### src/rtl/i2s_transmit_24.sv
// I2S transmitter: accepts a left/right sample pair through a valid/ready
// handshake into a one-pair pending buffer, transfers it to the active words
// at each frame start and shifts it out MSB-first on sd_o with the I2S
// one-bit delay. sck_i/ws_i come from the clock generator in the clk_i domain.
module i2s_transmit_24 #(
  parameter int unsigned DATA_W = 24,
  parameter int unsigned SLOT_W = 32
) (
  input  logic              clk_i,
  input  logic              rst_ni,
  input  logic              sck_i,
  input  logic              ws_i,
  input  logic [DATA_W-1:0] left_i,
  input  logic [DATA_W-1:0] right_i,
  input  logic              valid_i,
  output logic              ready_o,
  output logic              sd_o,
  output logic              underrun_o
);

  localparam int unsigned CNT_W = $clog2(SLOT_W + 1);
  localparam logic [CNT_W-1:0] CNT_IDLE = CNT_W'(SLOT_W);
  localparam logic [CNT_W-1:0] CNT_LAST = CNT_W'(SLOT_W - 1);
  localparam logic [CNT_W-1:0] CNT_DATA = CNT_W'(DATA_W);

  // ST_IDLE: no frame start seen since reset; ST_ARMED: slots are transmitted
  typedef enum logic {
    ST_IDLE,
    ST_ARMED
  } state_t;

  state_t              state_q, state_d;
  logic                sck_q, sck_d;
  logic                ws_last_q, ws_last_d;
  logic                pend_full_q, pend_full_d;
  logic [DATA_W-1:0]   pend_l_q, pend_l_d;
  logic [DATA_W-1:0]   pend_r_q, pend_r_d;
  logic [DATA_W-1:0]   act_l_q, act_l_d;
  logic [DATA_W-1:0]   act_r_q, act_r_d;
  logic [DATA_W-1:0]   shift_q, shift_d;
  logic [CNT_W-1:0]    cnt_q, cnt_d;
  logic                sd_q, sd_d;
  logic                underrun_q, underrun_d;

  logic                fall;
  logic                ws_trans;
  logic                frame_start;
  logic                slot_start;
  logic                accept;
  logic [DATA_W-1:0]   new_left;

  // Edge detection, handshake, frame-start transfer and bit serialisation
  always_comb begin
    sck_d       = sck_i;
    ws_last_d   = ws_last_q;
    state_d     = state_q;
    pend_full_d = pend_full_q;
    pend_l_d    = pend_l_q;
    pend_r_d    = pend_r_q;
    act_l_d     = act_l_q;
    act_r_d     = act_r_q;
    shift_d     = shift_q;
    cnt_d       = cnt_q;
    sd_d        = sd_q;
    underrun_d  = 1'b0;

    fall        = sck_q & ~sck_i;
    ws_trans    = fall & (ws_i != ws_last_q);
    frame_start = ws_trans & ws_last_q & ~ws_i;
    accept      = valid_i & ~pend_full_q;
    slot_start  = ws_trans & (frame_start | (state_q == ST_ARMED));
    new_left    = pend_full_q ? pend_l_q : '0;

    if (fall) begin
      ws_last_d = ws_i;
    end

    // accept and frame-start-with-full-pending are mutually exclusive,
    // so the pending-full updates below never collide
    if (accept) begin
      pend_l_d    = left_i;
      pend_r_d    = right_i;
      pend_full_d = 1'b1;
    end

    if (frame_start) begin
      state_d = ST_ARMED;
      if (pend_full_q) begin
        act_l_d     = pend_l_q;
        act_r_d     = pend_r_q;
        pend_full_d = 1'b0;
      end else begin
        act_l_d    = '0;
        act_r_d    = '0;
        underrun_d = 1'b1;
      end
    end

    // Left slot loads the word being latched this cycle; right slot uses
    // the word latched at the preceding frame start
    if (slot_start) begin
      shift_d = ws_i ? act_r_q : new_left;
      cnt_d   = '0;
      sd_d    = 1'b0;
    end else if (fall) begin
      sd_d = 1'b0;
      if (cnt_q < CNT_LAST) begin
        cnt_d = cnt_q + CNT_W'(1);
        if (cnt_q < CNT_DATA) begin
          sd_d    = shift_q[DATA_W-1];
          shift_d = {shift_q[DATA_W-2:0], 1'b0};
        end
      end
    end
  end

  // State registers with asynchronous active-low reset
  always_ff @(posedge clk_i or negedge rst_ni) begin
    if (!rst_ni) begin
      state_q     <= ST_IDLE;
      sck_q       <= 1'b0;
      ws_last_q   <= 1'b0;
      pend_full_q <= 1'b0;
      pend_l_q    <= '0;
      pend_r_q    <= '0;
      act_l_q     <= '0;
      act_r_q     <= '0;
      shift_q     <= '0;
      cnt_q       <= CNT_IDLE;
      sd_q        <= 1'b0;
      underrun_q  <= 1'b0;
    end else begin
      state_q     <= state_d;
      sck_q       <= sck_d;
      ws_last_q   <= ws_last_d;
      pend_full_q <= pend_full_d;
      pend_l_q    <= pend_l_d;
      pend_r_q    <= pend_r_d;
      act_l_q     <= act_l_d;
      act_r_q     <= act_r_d;
      shift_q     <= shift_d;
      cnt_q       <= cnt_d;
      sd_q        <= sd_d;
      underrun_q  <= underrun_d;
    end
  end

  assign ready_o    = ~pend_full_q;
  assign sd_o       = sd_q;
  assign underrun_o = underrun_q;

endmodule

### config.mk
export PLATFORM = sky130hd
export DESIGN_NAME = i2s_transmit_24
export DESIGN_NICKNAME = d
export VERILOG_FILES = /design/src/rtl/i2s_transmit_24.sv
export SDC_FILE = /design/constraint.sdc
export NUM_CORES = 1
export LEC_CHECK = 0
export BUFFER_PORTS_ARGS = -buffer_cell sky130_fd_sc_hd__buf_2
export CORE_ASPECT_RATIO = 0.8
export CORE_MARGIN = 2
export CORE_UTILIZATION = 50
export DETAILED_ROUTE_END_ITERATION = 6
export PLACE_DENSITY_LB_ADDON = 0.25
export SYNTH_ARGS = -nofsm -noshare
export SYNTH_HDL_FRONTEND = slang
export SYNTH_SLANG_ARGS = --single-unit
### constraint.sdc
create_clock -name clk_i -period 2 [get_ports clk_i]
set_clock_uncertainty 0.2 [all_clocks]
set_input_delay 0.6 -clock clk_i [delete_from_list [all_inputs] [get_ports clk_i]]
set_output_delay 0.6 -clock clk_i [all_outputs]
set_load 0.05 [all_outputs]
==> out/summary.txt, run 1 <==
POWER
---------------------------------------------------------------------------------------
Switching power                                                                2.330 mW
Worst vdd rail ir drop                                                         836.7 µV
Fraction of power spent switching nets                                           30.63%
Power per Cell Area                                                         1404 nW/µm²
Combinational share of power                                                      25.8%
Power Internal                                                                 5.276 mW
Reg power frac                                                                    50.3%
Part of the total power dissipated in the clock network                           23.9%
Leak Pwr                                                                       2.552 nW

GLOBAL ROUTE
---------------------------------------------------------------------------------------
GRT Total Usage                                                                  19.01%
Maximum number of pins on one net before global-route repair                         52
Antenna violations before repair                                                      0
First-pass GRT wire length                                                     14.66 mm
GR Overflow Total                                                                     0
Vias in the first global route                                                     2936

CRITICAL PATH
---------------------------------------------------------------------------------------
Count of buffer and inverter cells on the critical path                               2
Start-to-end type of the worst setup path                                  flop to output port
Slowest cell on crit path                                                       dfrtp_1
Worst Path Max Fanout                                                                 4
Crit path launch type                                                              flop
Delay contributed by the slowest stage of the critical path                     0.44 ns
Kind of cell adding the most delay to the critical path                      flip-flops
CP Data Required Time                                                           1.20 ns
Endpoint kind of the worst setup timing path                                output port
Crit path arrival time                                                          1.16 ns
Worst-path cell chain                                                      inv_1 > buf_6

CELLS AND AREA
---------------------------------------------------------------------------------------
Relative area change from synthesis to final layout                              18.86%
Share of cells above drive strength 1                                            34.85%
Fill count                                                                          726
Final layout net count                                                              488
Antenna Diode Count                                                                   0

DETAILED ROUTING
---------------------------------------------------------------------------------------
Total via count in the routed design                                               3035
Remaining DRCs                                                                        0
Total routed wirelength                                                        8.761 mm
Post-DR wirelength/cell                                                        15.81 µm
Number of antenna-violating nets in the routed design                                 0
Number of iterations in the first detailed-routing pass                               4
Detailed-route vias per instance                                                  5.478
Number of violations reported at the end of detailed-routing iteration 0            179

TIMING
---------------------------------------------------------------------------------------
Tightest Pin Transition                                                       0.3380 ns
Final clock period utilization by the worst path                                 98.06%
Number of max-slew violations in the final report                                     0
Maximum operating frequency                                                   509.9 MHz
Final Hold Fails                                                                      0
Total Negative Setup Slacks                                                        0 ns
Total of endpoints with negative setup slack in the final report                      0
Setup slack after layout                                                     0.03888 ns
Tightest slew margin relative to the limit                                       77.47%
RSZ-0062 raised after global routing                                                 no
Time the final worst path needs with I/O delays and setup                      1.961 ns

CTS
---------------------------------------------------------------------------------------
Clock Pin Slew Worst Setup and Hold Paths                                       0.07 ns
CTS Buf Count                                                                         9
CTS tree                                                                            yes
Clock Path Buffers                                                                    2
Clock H-tree levels                                                                   3
Clock latency on the worst-skew pair                                            0.34 ns
Post CTS Setup Buffer Count                                                           0
Buffer type at the clock tree root                                            clkbuf_16
Clk sink count                                                                      108

JOB
---------------------------------------------------------------------------------------
Max-capacitance violation count                                                       0

FLOORPLAN
---------------------------------------------------------------------------------------
Die Area                                                                       9898 µm²
Die boundary width                                                             110.7 µm
Starting density of the core                                                     50.86%
Vertical die dimension                                                         89.39 µm
Core area                                                                      8960 µm²
FP Rows                                                                              31
Count of pins on the block boundary                                                  56

PLACEMENT
---------------------------------------------------------------------------------------
Placer congestion estimate                                                       0.8422
Placement-stage worst setup slack                                            0.09831 ns
Placed wire-length estimate                                                    6.118 mm
Number of port buffers                                                               55

YOSYS
---------------------------------------------------------------------------------------
Commonest cells post-synth                                                 dfrtp_1 (107), nand2_1 (56), mux2_2 (48)
Number of synthesized register bits                                                 108
Total of warnings raised by yosys                                                     0
Area of the mapped netlist                                                     4557 µm²
Biggest area contributors in the synthesized netlist                       dfrtp_1 (59%), mux2_2 (12%), mux2i_1 (5.1%)
Library cell with the largest summed area after synthesis                       dfrtp_1
Post-synthesis cell type count                                                       36
EDFF count, synth                                                                     0
Cells after Synth                                                                   370
Post-synth top flop                                                             dfrtp_1
Post-Syn Nets                                                                       424
Top-count cell post-synth                                                       dfrtp_1
Post-synthesis async set-or-reset flop share                                     100.0%
Share of the synthesized area in the top cell type                               58.76%
Sequential share of the synthesized area                                         59.34%
Synthesized area divided by synthesized cell count                            12.32 µm²

MIN PATH
---------------------------------------------------------------------------------------
Type of the tightest min-delay check                                       input pin to flop

STATUS
---------------------------------------------------------------------------------------
Result of the run                                                          finished, final reports clean

==> layout by cell type (no fill, tap or decap), types with 2 or more instances in the layout <==
cell type / n
a21oi_1: 24
a221oi_1: 23
a41oi_1: 2
buf_12: 7
buf_2: 53
buf_4: 16
clkbuf_16: 9
clkinv_2: 2
dfrtp_1: 107
inv_8: 2
mux2_2: 48
mux2i_1: 23
nand2_1: 56
nand2b_1: 2
nand3_1: 2
nor2_1: 7
nor2b_2: 2
o21ai_0: 28
==> path summary, 6_finish.rpt <==
path / from / to / slack, ns / cells past startpoint
worst max-delay path: pend_full_q$_DFF_PN0_ / ready_o / 0.04 / 2
min in group asynchronous: rst_ni / act_r_q[22]$_DFFE_PN0N_ / 0.50 / 2
max in group asynchronous: rst_ni / pend_r_q[8]$_DFFE_PN0P_ / 0.55 / 3
worst max register to register: cnt_q[0]$_DFFE_PN0P_ / cnt_q[3]$_DFFE_PN0P_ / 0.31 / 4
worst min-delay path: sck_i / sck_q$_DFF_PN0_ / 0.24 / 1
worst min register to register: state_q$_DFFE_PN0N_ / state_q$_DFFE_PN0N_ / 0.27 / 1
==> cell families after synthesis <==
logic type,count (synthesis),synth area share (%)
adders and majority gates,1,0.2745
buffers and inverters,26,3.267
AOI/OAI and AO/OA,83,11.59
DFF,108,59.34
xor gates and xnor gates,1,0.1922
muxes,71,16.91
and+or+nand+nor,80,8.430
==> sequential cells by signal (all words and copies together) (netlist names), 6 cells and up <==
register / flops
shift_q: 24
pend_r_q: 24
cnt_q: 6
pend_l_q: 24
act_r_q: 24
==> what timing repair did <==
| action | 4_1_cts | 5_1_grt |
|---|---|---|
| resized for setup | 1 | 1 |
| hold endpoints to repair | 19 | 0 |
| endpoints found under the setup margin | 1 | 1 |
| hold buffers | 1 | 0 |
==> area by class of cell <==
cell class	count	area [µm²]	share of cell area [%]
tap	115	143.9	2.657
multi-input combinational	236	1709	31.55
inverter	1	3.754	0.06930
clock inverter	6	70.07	1.294
clock buffer	10	239.0	4.412
sequential	108	2704	49.92
timing repair buffer	78	546.8	10.09
==> power by group through the flow <==
stage | clock, mW | sequential (mW) | combinational [mW]
final | 1.82 | 3.82 | 1.96
after global routing | 1.96 | 3.94 | 2.20
after CTS | 1.87 | 3.83 | 1.98
after detailed placement | 0 | 3.86 | 1.96
after global placement | 0 | 3.84 | 1.88
after floorplan | 0 | 3.64 | 1.50
==> through the flow <==
stage / cell area [µm²] / power (mW) / hold slack (ns) / util (%) / instances
after floorplan: 4557 / 5.144 / 0.1044 / - / 370
after global placement: 5091 / 5.716 / 0.2484 / 56.82 / 537
after detailed placement: 5091 / 5.820 / 0.2469 / 56.82 / 537
after CTS: 5413 / 7.676 / 0.2253 / 60.41 / 554
after global routing: 5416 / 8.104 / 0.2270 / 60.45 / 554
final: 5416 / 7.606 / 0.2399 / 60.45 / 554
==> metal layers <==
metal	track usage (%)	vias up	part of all wire, %
met5	0	-	0
met3	4.610	11	5.2
met2	27.61	83	44
met1	28.47	1479	49
li1	-	1462	-
met4	5.909	0	1.3
(Power assumes the default switching activity.)
==> inputs of run 2 (changes only) <==
Settings changed: CTS_BUF_LIST set to sky130_fd_sc_hd__clkbuf_4 sky130_fd_sc_hd__clkbuf_8.
==> run 2 against run 1 <==
Clock power is 24% lower. Critical path type unchanged. Total power is 5.8% lower. Flip-flop and latch count unchanged. Combinational power about the same. Register-to-register slack hardly changed. Critical path depth stayed put. Global-route usage is essentially flat. Non-clock buffer count did not move. Largest power group unchanged.
==> out/summary.txt, run 2 (synthesis results as in run 1) <==
FLOORPLAN
---------------------------------------------------------------------------------------
FP Rows                                                                              31   unchanged
Vertical die dimension                                                         89.39 µm   unchanged
Core area                                                                      8960 µm²   unchanged
Starting density of the core                                                     50.86%   unchanged
Die boundary width                                                             110.7 µm   unchanged
Die Area                                                                       9898 µm²   unchanged
Count of pins on the block boundary                                                  56   unchanged

POWER
---------------------------------------------------------------------------------------
Leak Pwr                                                                       2.504 nW   -1.9%
Worst vdd rail ir drop                                                         858.2 µV   +2.6%
Fraction of power spent switching nets                                           31.90%   +1.3 points
Combinational share of power                                                      27.4%   +1.6 points
Power Internal                                                                 4.878 mW   -7.5%
Reg power frac                                                                    53.4%   +3.1 points
Part of the total power dissipated in the clock network                           19.2%   -4.7 points
Power per Cell Area                                                         1348 nW/µm²   -4.0%
Switching power                                                                2.285 mW   -1.9%

MIN PATH
---------------------------------------------------------------------------------------
Endpoint with the worst hold slack                                         sck_q$_DFF_PN0_
Min-delay src                                                                     sck_i
Type of the tightest min-delay check                                       input pin to flop
Cells on Worst Hold Path                                                              1   unchanged

CRITICAL PATH
---------------------------------------------------------------------------------------
Count of buffer and inverter cells on the critical path                               2   unchanged
CP Data Required Time                                                           1.20 ns   about the same
Worst Path Max Fanout                                                                 4   unchanged
Start-to-end type of the worst setup path                                  flop to output port
Endpoint kind of the worst setup timing path                                output port
Startpoint of the worst-slack reg-to-reg timing path                       cnt_q[0]$_DFFE_PN0P_
Crit path launch type                                                              flop
Kind of cell adding the most delay to the critical path                      flip-flops
Delay contributed by the slowest stage of the critical path                     0.46 ns   +0.02 ns
Crit path arrival time                                                          1.14 ns   -0.02 ns
Reg2Reg Depth                                                                         4   unchanged
Slowest cell on crit path                                                       dfrtp_1
Register-to-register path setup slack                                           0.31 ns   about the same
Crit Reg-Reg Endpoint                                                      cnt_q[3]$_DFFE_PN0P_
Worst-path cell chain                                                      inv_2 > buf_6

DETAILED ROUTING
---------------------------------------------------------------------------------------
Total routed wirelength                                                        8.720 mm   -0.47%
Number of antenna-violating nets in the routed design                                 0   unchanged
Post-DR wirelength/cell                                                        15.74 µm   -0.47%
Total via count in the routed design                                               3032   -0.099%
Number of violations reported at the end of detailed-routing iteration 0            228   +27%
Number of iterations in the first detailed-routing pass                               4   unchanged
Detailed-route vias per instance                                                  5.473   about the same
Remaining DRCs                                                                        0   unchanged

TIMING
---------------------------------------------------------------------------------------
Number of max-slew violations in the final report                                     0   unchanged
RSZ-0062 raised after global routing                                                 no
Final Hold Fails                                                                      0   unchanged
Time the final worst path needs with I/O delays and setup                      1.943 ns   -0.01842 ns
WHS                                                                           0.2056 ns   -0.03422 ns
Tightest slew margin relative to the limit                                       78.68%   +1.2 points
Total of endpoints with negative setup slack in the final report                      0   unchanged
Tightest Pin Transition                                                       0.3156 ns   -0.02243 ns
Total Negative Setup Slacks                                                        0 ns   unchanged
Maximum operating frequency                                                   514.7 MHz   +0.95%
Final clock period utilization by the worst path                                 97.14%   -0.92 points

CTS
---------------------------------------------------------------------------------------
Clock latency on the worst-skew pair                                            0.37 ns   +0.03 ns
Clk sink count                                                                      108   unchanged
CTS tree                                                                            yes
Clock H-tree levels                                                                   3   unchanged
Clock Path Buffers                                                                    2   unchanged
CTS Buf Count                                                                         9   unchanged
Clock Pin Slew Worst Setup and Hold Paths                                       0.10 ns   +0.03 ns
Buffer type at the clock tree root                                             clkbuf_8

JOB
---------------------------------------------------------------------------------------
Max-capacitance violation count                                                       0   unchanged

CELLS AND AREA
---------------------------------------------------------------------------------------
Final design utilization                                                         59.32%   -1.1 points
Commonest non-fill, non-tap cell in the layout                                  dfrtp_1
Final layout net count                                                              488   unchanged
Area taken by multi-input logic gates                                          1709 µm²   unchanged
Fill count                                                                          731   +0.69%
Leading cell types in the layout, fill and taps excluded                   dfrtp_1 (107), nand2_1 (56), buf_2 (53), mux2_2 (48), o21ai_0 (28)
Antenna Diode Count                                                                   0   unchanged
Storage element area                                                           2704 µm²   unchanged
Share of cells above drive strength 1                                            35.08%   +0.23 points
Relative area change from synthesis to final layout                              16.64%

PLACEMENT
---------------------------------------------------------------------------------------
Placed wire-length estimate                                                    6.118 mm   unchanged
Number of port buffers                                                               55   unchanged
Placer congestion estimate                                                       0.8422   unchanged

GLOBAL ROUTE
---------------------------------------------------------------------------------------
GR Overflow Total                                                                     0   unchanged
Vias in the first global route                                                     2931   -0.17%
Maximum number of pins on one net before global-route repair                         52   unchanged
Antenna violations before repair                                                      0   unchanged
GRT Total Usage                                                                  18.98%   -0.030 points
First-pass GRT wire length                                                     14.65 mm   about the same

STATUS
---------------------------------------------------------------------------------------
Result of the run                                                          finished, final reports clean

==> run 2: cell count changes in the layout (fill, tap and decap cells not counted) <==
cell | before | now
inv_1 | 1 | 0
clkbuf_8 | 1 | 10
clkbuf_16 | 9 | 0
inv_2 | 0 | 1
==> run 2: area by class of cell <==
class | count | share of cell area, %
Sequential cell | 108 | 50.87
Inverter | 1 | 0.07062
Multi-Input combinational cell | 236 | 32.16
Tap cell | 115 | 2.707
Clock inverter | 6 | 1.318
Timing Repair Buffer | 78 | 10.29
Clock buffer | 10 | 2.589
==> run 2: timing repair <==
item                                    CTS  global route
hold buffers                              1             0
hold endpoints to repair                 19             0
gates resized for setup                   3             0
setup buffers                             0             0
endpoints found under the setup margin    1             0
==> run 2: how the worst max path moves through the flow <==
stage	startpoint	endpoint	slack [ns]	cells after the start
floorplan	ws_i	shift_q[13]$_DFFE_PN0P_	0.22	6
global route	pend_full_q$_DFF_PN0_	ready_o	0.01	2
detailed placement	ws_i	shift_q[10]$_DFFE_PN0P_	0.1	6
CTS	pend_full_q$_DFF_PN0_	ready_o	0.05	2
global placement	ws_i	shift_q[2]$_DFFE_PN0P_	0.15	6
finish	pend_full_q$_DFF_PN0_	ready_o	0.06	2
==> run 2: through the flow <==
step / setup slack (ns) / power (mW) / cells / area (µm²)
2_1_floorplan: 0.2207 / 5.144 / 370 / 4557
3_3_place_gp: 0.1453 / 5.716 / 537 / 5091
3_5_place_dp: 0.09831 / 5.820 / 537 / 5091
4_1_cts: 0.04510 / 7.223 / 554 / 5315
6_report: 0.05730 / 7.164 / 554 / 5315
5_1_grt: 0.01172 / 7.657 / 554 / 5315
==> run 2: worst reg2reg max path, cell delays in order (launching register included) <==
cell and delay, ns:
dfrtp_1 0.42, ha_1 0.25, a41oi_1 0.34, nand3_1 0.13, a31o_2 0.26
==> run 2: power by group through the flow <==
stage	logic, mW	clock network [mW]	registers (mW)
after floorplan	1.50	0	3.64
after global placement	1.88	0	3.84
after detailed placement	1.96	0	3.86
after CTS	1.98	1.42	3.82
after global routing	2.20	1.52	3.94
final	1.96	1.38	3.82
==> run 2: metal layers <==
metal / vias to the layer above / track usage [%] / wire, µm
li1: 1459 / - / -
met3: 10 / 4.610 / 517
met2: 89 / 27.33 / 3773
met5: - / 0 / 0
met1: 1474 / 28.47 / 4319
met4: 0 / 6.250 / 109
